**src/rtl/ntt_seq_pkg.sv**
```systemverilog
// Shared definitions for the NTT1024 command sequencer: host command codes,
// core opcodes, FSM states and command decode helpers.
package ntt_seq_pkg;

    localparam logic [3:0] CMD_CFG   = 4'd0;
    localparam logic [3:0] CMD_LDPRM = 4'd1;
    localparam logic [3:0] CMD_LDW   = 4'd2;
    localparam logic [3:0] CMD_LDDAT = 4'd3;
    localparam logic [3:0] CMD_NTT   = 4'd4;
    localparam logic [3:0] CMD_PWM   = 4'd5;
    localparam logic [3:0] CMD_XFER  = 4'd6;
    localparam logic [3:0] CMD_INTT  = 4'd7;
    localparam logic [3:0] CMD_READ  = 4'd8;

    localparam logic [4:0] OPC_LDPRM = 5'b00001;
    localparam logic [4:0] OPC_LDW   = 5'b00010;
    localparam logic [4:0] OPC_LDDAT = 5'b00011;
    localparam logic [4:0] OPC_NTT   = 5'b00100;
    localparam logic [4:0] OPC_PWM   = 5'b01010;
    localparam logic [4:0] OPC_INTT  = 5'b00111;
    localparam logic [4:0] OPC_XFER  = 5'b01011;
    localparam logic [4:0] OPC_READ  = 5'b01000;

    // 13 bits so that 2*ring_size (2048) fits
    localparam int CNT_W = 13;

    typedef enum logic [2:0] {
        S_IDLE, S_ISSUE, S_STREAM, S_WAIT, S_WINDOW, S_GAP
    } state_t;

    typedef enum logic [1:0] {
        PH_NONE, PH_STREAM, PH_WAIT, PH_WINDOW
    } phase_t;

    function automatic logic [4:0] core_opcode(input logic [3:0] cmd);
        case (cmd)
            CMD_LDPRM: return OPC_LDPRM;
            CMD_LDW:   return OPC_LDW;
            CMD_LDDAT: return OPC_LDDAT;
            CMD_NTT:   return OPC_NTT;
            CMD_PWM:   return OPC_PWM;
            CMD_INTT:  return OPC_INTT;
            CMD_XFER:  return OPC_XFER;
            CMD_READ:  return OPC_READ;
            default:   return 5'b00000;
        endcase
    endfunction

    function automatic phase_t cmd_phase(input logic [3:0] cmd);
        case (cmd)
            CMD_LDPRM, CMD_LDW, CMD_LDDAT: return PH_STREAM;
            CMD_NTT, CMD_PWM, CMD_INTT:    return PH_WAIT;
            CMD_XFER, CMD_READ:            return PH_WINDOW;
            default:                       return PH_NONE;
        endcase
    endfunction

endpackage

```
**src/rtl/ntt_seq_cnt.sv**
```systemverilog
// Clearable up-counter that saturates at a programmable limit and flags when
// the limit has been reached.
module ntt_seq_cnt #(
    parameter int W = 13
) (
    input  logic         clk,
    input  logic         rst_n,
    input  logic         clr,
    input  logic         inc,
    input  logic [W-1:0] limit,
    output logic [W-1:0] count,
    output logic         term
);

    assign term = (count == limit);

    always_ff @(posedge clk or negedge rst_n) begin
        if (!rst_n)
            count <= '0;
        else if (clr)
            count <= '0;
        else if (inc && !term)
            count <= count + W'(1);
    end

endmodule

```
**src/rtl/ntt_op_sequencer.sv**
```systemverilog
// Host-command sequencer for NTT1024: issues one-cycle opcodes, streams host
// words to the core, times valid windows and waits for done with a timeout.
module ntt_op_sequencer
    import ntt_seq_pkg::*;
#(
    parameter int MAX_DEPTH  = 10,
    parameter int TMO_W      = 20,
    parameter int TMO_CYC    = 200000,
    parameter int XFER_EXTRA = 6
) (
    input  logic        clk,
    input  logic        reset,
    input  logic        cmd_valid,
    output logic        cmd_ready,
    input  logic [3:0]  cmd_op,
    input  logic [3:0]  cmd_arg,
    input  logic        s_valid,
    output logic        s_ready,
    input  logic [31:0] s_data,
    input  logic        core_done,
    output logic [4:0]  OP_CODE,
    output logic        din_valid,
    output logic [31:0] din0,
    output logic [11:0] ring_size,
    output logic [3:0]  ring_depth,
    output logic [3:0]  limit,
    output logic        busy,
    output logic        err
);

    localparam logic [3:0]       DEPTH_MAX = 4'(MAX_DEPTH);
    localparam logic [TMO_W-1:0] TMO_LIM   = TMO_W'(TMO_CYC);

    function automatic logic [CNT_W-1:0] cmd_len(input logic [3:0] cmd,
                                                 input logic [11:0] rs);
        logic [CNT_W-1:0] r;
        r = {1'b0, rs};
        case (cmd)
            CMD_LDPRM:          return 13'd3;
            CMD_LDW:            return r - 13'd1;
            CMD_LDDAT:          return {rs, 1'b0};
            CMD_XFER, CMD_READ: return r + 13'(XFER_EXTRA);
            default:            return '0;
        endcase
    endfunction

    state_t           state;
    phase_t           phase;
    logic [CNT_W-1:0] n_len;
    logic [CNT_W-1:0] w_limit;
    logic [CNT_W-1:0] w_count;
    logic [TMO_W-1:0] t_count;
    logic             w_term;
    logic             t_term;
    logic             done_q;
    logic             blind;
    logic             accept;
    logic             w_inc;

    assign cmd_ready = (state == S_IDLE);
    assign busy      = (state != S_IDLE);
    assign accept    = cmd_valid && cmd_ready;
    assign s_ready   = (state == S_STREAM) && !w_term;
    assign limit     = ring_depth;

    // A window of N cycles ends when the counter shows N-1 (the Nth cycle).
    assign w_limit = (state == S_WINDOW) ? n_len - 13'd1 : n_len;
    assign w_inc   = (state == S_STREAM && s_valid && s_ready) ||
                     (state == S_WINDOW && !w_term);

    ntt_seq_cnt #(.W(CNT_W)) u_word_cnt (
        .clk   (clk),
        .rst_n (reset),
        .clr   (state == S_ISSUE),
        .inc   (w_inc),
        .limit (w_limit),
        .count (w_count),
        .term  (w_term)
    );

    ntt_seq_cnt #(.W(TMO_W)) u_tmo_cnt (
        .clk   (clk),
        .rst_n (reset),
        .clr   (state == S_ISSUE),
        .inc   (state == S_WAIT),
        .limit (TMO_LIM),
        .count (t_count),
        .term  (t_term)
    );

    always_ff @(posedge clk or negedge reset) begin
        if (!reset) begin
            state      <= S_IDLE;
            phase      <= PH_NONE;
            n_len      <= '0;
            OP_CODE    <= '0;
            din_valid  <= 1'b0;
            din0       <= '0;
            ring_depth <= DEPTH_MAX;
            ring_size  <= 12'(1 << MAX_DEPTH);
            err        <= 1'b0;
            done_q     <= 1'b0;
            blind      <= 1'b0;
        end else begin
            err     <= 1'b0;
            OP_CODE <= '0;
            done_q  <= core_done;
            case (state)
                S_IDLE: begin
                    din_valid <= 1'b0;
                    if (accept) begin
                        if (cmd_op == CMD_CFG) begin
                            if (cmd_arg > DEPTH_MAX) begin
                                err <= 1'b1;
                            end else begin
                                ring_depth <= cmd_arg;
                                ring_size  <= 12'd1 << cmd_arg;
                            end
                        end else if (cmd_phase(cmd_op) == PH_NONE) begin
                            err <= 1'b1;
                        end else begin
                            phase     <= cmd_phase(cmd_op);
                            n_len     <= cmd_len(cmd_op, ring_size);
                            OP_CODE   <= core_opcode(cmd_op);
                            din_valid <= (cmd_phase(cmd_op) == PH_WINDOW);
                            din0      <= '0;
                            state     <= S_ISSUE;
                        end
                    end
                end
                S_ISSUE: begin
                    din_valid <= (phase == PH_WINDOW);
                    din0      <= '0;
                    blind     <= 1'b1;
                    case (phase)
                        PH_STREAM: state <= S_STREAM;
                        PH_WAIT:   state <= S_WAIT;
                        PH_WINDOW: state <= S_WINDOW;
                        default:   state <= S_GAP;
                    endcase
                end
                S_STREAM: begin
                    if (w_term) begin
                        din_valid <= 1'b0;
                        state     <= S_GAP;
                    end else if (s_valid) begin
                        din_valid <= 1'b1;
                        din0      <= s_data;
                    end else begin
                        din_valid <= 1'b0;
                    end
                end
                S_WAIT: begin
                    // done_q blocks a level that was already high from counting as an edge
                    din_valid <= 1'b0;
                    blind     <= 1'b0;
                    if (t_term) begin
                        err   <= 1'b1;
                        state <= S_GAP;
                    end else if (!blind && core_done && !done_q) begin
                        state <= S_GAP;
                    end
                end
                S_WINDOW: begin
                    din_valid <= !w_term;
                    if (w_term)
                        state <= S_GAP;
                end
                S_GAP: begin
                    din_valid <= 1'b0;
                    state     <= S_IDLE;
                end
                default: begin
                    din_valid <= 1'b0;
                    state     <= S_IDLE;
                end
            endcase
        end
    end

endmodule
```
**config.mk**
```make
export PLATFORM = sky130hd
export DESIGN_NAME = ntt_op_sequencer
export DESIGN_NICKNAME = d
export VERILOG_FILES = /design/src/rtl/ntt_seq_pkg.sv /design/src/rtl/ntt_seq_cnt.sv /design/src/rtl/ntt_op_sequencer.sv
export SDC_FILE = /design/constraint.sdc
export NUM_CORES = 1
export LEC_CHECK = 0
export CAP_MARGIN = 20
export CORE_ASPECT_RATIO = 0.8
export CORE_MARGIN = 3
export CORE_UTILIZATION = 52
export CTS_BUF_LIST = sky130_fd_sc_hd__clkbuf_8
export DETAILED_ROUTE_END_ITERATION = 8
export GPL_ROUTABILITY_DRIVEN = 0
export GPL_TIMING_DRIVEN = 0
export PLACE_DENSITY = 0.76
export SLEW_MARGIN = 20
export SYNTH_ARGS = -nofsm -noshare
export SYNTH_HDL_FRONTEND = slang
export SYNTH_SLANG_ARGS = --single-unit
```
**constraint.sdc**
```tcl
create_clock -name clk -period 3.9 [get_ports clk]
set_input_delay 0.39 -clock clk [delete_from_list [all_inputs] [get_ports clk]]
set_output_delay 0.39 -clock clk [all_outputs]
set_load 0.05 [all_outputs]
```
==> implementation parameters <==
Parameter                              Value

Floorplanning
  Area of the core ... between 0.01 and 0.015 sq mm
  DIE WIDTH ... 125.7 microns
  Placement Rows ... 34
  Die Outline Area ... around 0.013 sq mm
  I/O pin cnt ... 107
  Die height ... 101.8 microns
  Starting density of the core ... 54.13%

Clocking
  Clk root buf ... clkbuf_8
  Clock buffers created by TritonCTS ... 9
  Number of buffers between clock root and the deepest sink ... 2
  TritonCTS clock tree ... done
  Number of levels in the clock H-tree ... 3
  Clock latency of the later-clocked register in the worst-skew pair ... 0.38 ns
  Clk slew on worst S/H paths ... roughly 0.11 ns
  Number of clock sinks ... 107

Critical path
  Crit-path max cell delay ... 0.50 ns
  CP Capture Type ... primary output
  Critical-path maximum fanout ... 6
  Critical path origin ... n_len[1]$_DFFE_PN0P_
  Critical path class ... reg2out
  Arrival time of data at the critical path endpoint ... between 3 and 4 ns
  Critical Path Source Type ... register
  Cells along the critical path ... inv_1 > ha_2 > or4bb_4 > or3_4 > a2111oi_4 > o211ai_4 > o41ai_4 > nor3b_1 > buf_4
  Master of the slowest instance on the critical path ... or4bb_4
  WP data required ... between 3 and 4 ns
  Origin of the critical flop-to-flop path ... n_len[1]$_DFFE_PN0P_

Pwr
  Worst IR Drop VDD ... 319.7 uV
  Static leakage power ... around 3.1 nW
  PwrDens ... 582.7 mW/mm^2
  Final Total Pwr ... 4.337 mW

Routing
  Routed length per placed instance ... 17.09 microns
  DRC viols ... 0
  Iteration-0 DRC count of the detailed router ... roughly 420
  Vias per cell ... 5.971
  Pre-antenna DRT Iters ... 5
  Via count ... 5,207
  Final WL ... between 10,000 and 15,000 microns
  Remaining antenna violation count after routing ... 0

Yosys
  Distinct cell type count of the synthesized netlist ... 69
  Sequential fraction of the synthesis area ... 44.95%
  Largest cells by area after synthesis ... dfrtp_1 (44%), a32o_1 (5.4%), xor2_1 (4.6%)
  Cell accounting for the most synthesized area ... dfrtp_1
  Post-Syn Nets ... 663
  Synth top area share ... 43.63%
  Ys async rst share ... 100.0%
  Most frequent cells after synthesis ... dfrtp_1 (104), nand2_1 (55), nor2_1 (44)
  Commonest register cell after synthesis ... dfrtp_1
  Number of register bits inferred by synthesis ... about 110
  Count of synthesis-stage warnings from yosys ... 0
  Cell with the most instances after synthesis ... dfrtp_1
  Count of flip-flops with a built-in enable after synthesis ... 0
  Gate count of the mapped netlist ... ~600
  Summed instance area of the synthesized netlist ... about 0.0060 sq mm
  Synthesized area per cell ... slightly below 10 sq um

Cells and area
  Fill cells ... approximately 850
  Total Nets Final ... 782
  Antenna Cells ... 0
  Fraction of layout instances using a drive strength above 1 ... under 10%
  Layout overhead on the synthesized area ... 24.77%
  Finished Core Util ... between 60 and 70%

STA
  Count of final setup violators ... 0
  Max frequency ... roughly 260 MHz
  Time the final worst path needs with I/O delays and setup ... 3.792 ns
  Worst slew margin relative to its limit ... 35.87%
  Worst setup skew after layout ... 0.01274 ns
  Final count of pins violating max slew ... 0
  Slew @ Worst Pin ... 0.9546 ns
  Worst setup slack after layout ... 0.1079 ns
  Final period util ... around 97%
  Final-report hold violation count ... 0

GRT
  Wire length of the first global-routing pass ... 24,690 microns
  Via count of the first global-routing pass ... 4,916
  Largest net degree at the start of global routing ... 81
  Grt ovf ... 0
  All-Layer GR Usage ... 23.47%
  Number of antenna violations at the first check in global routing ... 0

Place
  Number of port buffers ... 105
  Detailed Place HPWL ... 11,140 microns
  Place WS ... 0.07121 ns

Run
  Max cap viols ... 0

Min path
  Path category of the worst min-delay check ... in2async

Outcome
  Run status ... finished, final reports clean
==> metal layers <==
layer  wire [microns]  up-vias  GRT usage (%)  share of wire, %
li1                 -     2465              -                 -
met2             6728      185          37.59                45
met1             7014     2544          33.76                47
met4              160        0          5.276               1.1
met5                0        -              0                 0
met3              998       13          4.270               6.7
==> cells in the final DEF (no fill, tap or decap), types with 6 or more instances in the layout <==
master	n
dfrtp_1	103
clkdlybuf4s50_1	103
nand2_1	55
nor2_1	44
a32o_1	32
clkbuf_1	31
xor2_1	31
o21ai_0	29
inv_1	23
nand3_1	22
a21oi_1	21
o31ai_1	15
xnor2_1	15
ha_1	13
nor3_1	12
nand4_1	10
nand2b_1	9
clkbuf_8	9
nor4_1	8
or3_1	8
buf_4	8
and2_1	7
o211ai_1	7
buf_6	6
or4_1	6
o41ai_1	6
==> layout make-up <==
type                       instances  area [sq um]  share of cell area, %
multi-input combinational        431          2984                  40.10
sequential                       107          2683                  36.05
timing repair buffer             108          1095                  14.71
buffer                            44         236.5                  3.178
tap                              144         180.2                  2.421
clock buffer                       9         123.9                  1.664
inverter                          22         82.58                  1.110
clock inverter                     7         57.56                 0.7734
==> state kept, by name, indices dropped and copies added (netlist names) <==
signal            flops
blind                 1
phase                 2
OP_CODE               4
limit                 4
u_tmo_cnt.count      20
din_valid             1
done_q                1
err                   1
ring_size            12
state                 3
u_word_cnt.count     13
din0                 32
n_len                13
==> report_power, final <==
part / internal, mW / total (mW) / switching [mW] / leakage [nW]
clock: 0.243 / 0.652 / 0.409 / 0.0939
combinational: 0.824 / 2.24 / 1.41 / 1.57
sequential: 1.30 / 1.45 / 0.152 / 1.46
total: 2.36 / 4.34 / 1.97 / 3.12
==> stage by stage <==
step,TNS (ns),hold slack (ns),area (sq um),cells
4_1_cts,0,0.4207,7417,871
5_1_grt,-0.002812,0.4241,7442,872
3_3_place_gp,-154.79,0.4630,7196,853
2_1_floorplan,0,0.09441,5964,604
6_report,0,0.4266,7442,872
3_5_place_dp,0,0.2812,7224,854
==> repair_timing <==
item / CTS / global route
hold buffers: 1 / 0
buffers inserted: 0 / 1
pin swaps: 0 / 2
endpoints found under the setup margin: 1 / 1
resized for setup: 4 / 9
endpoints found under the hold margin: 27 / 0
==> worst max-delay path, delay by kind of cell (launching register included) <==
kind | cells | cell delay (ns)
compound gates | 3 | 1.03
fa+ha+maj | 1 | 0.22
flops | 1 | 0.46
buf+inv | 2 | 0.32
simple gates | 3 | 0.99
==> logic make-up (layout without fill, tap and decap cells) <==
family	count (synthesis)	count (layout)	share of synthesized area (%)
mux	9	9	1.594
simple gates	210	210	18.17
compound gates	150	150	19.91
other cells	1	1	0.06287
buf+inv	66	190	5.349
xor+xnor	47	47	7.028
fa+ha+maj	14	14	2.937
flops	107	107	44.96
==> worst paths after layout <==
check                                            end  slack [ns]  depth (start not counted)
min in group clk                    done_q$_DFF_PN0_        0.50                          1
min                             din0[21]$_DFFE_PN0P_        0.43                          2
max reg2reg                      din0[9]$_DFFE_PN0P_        0.37                         10
min reg2reg                        blind$_DFFE_PN0P_        0.50                          2
max                                          s_ready        0.11                          9
max in group asynchronous  ring_size[10]$_DFFE_PN1P_        2.75                          3
(Power assumes the default switching activity.)
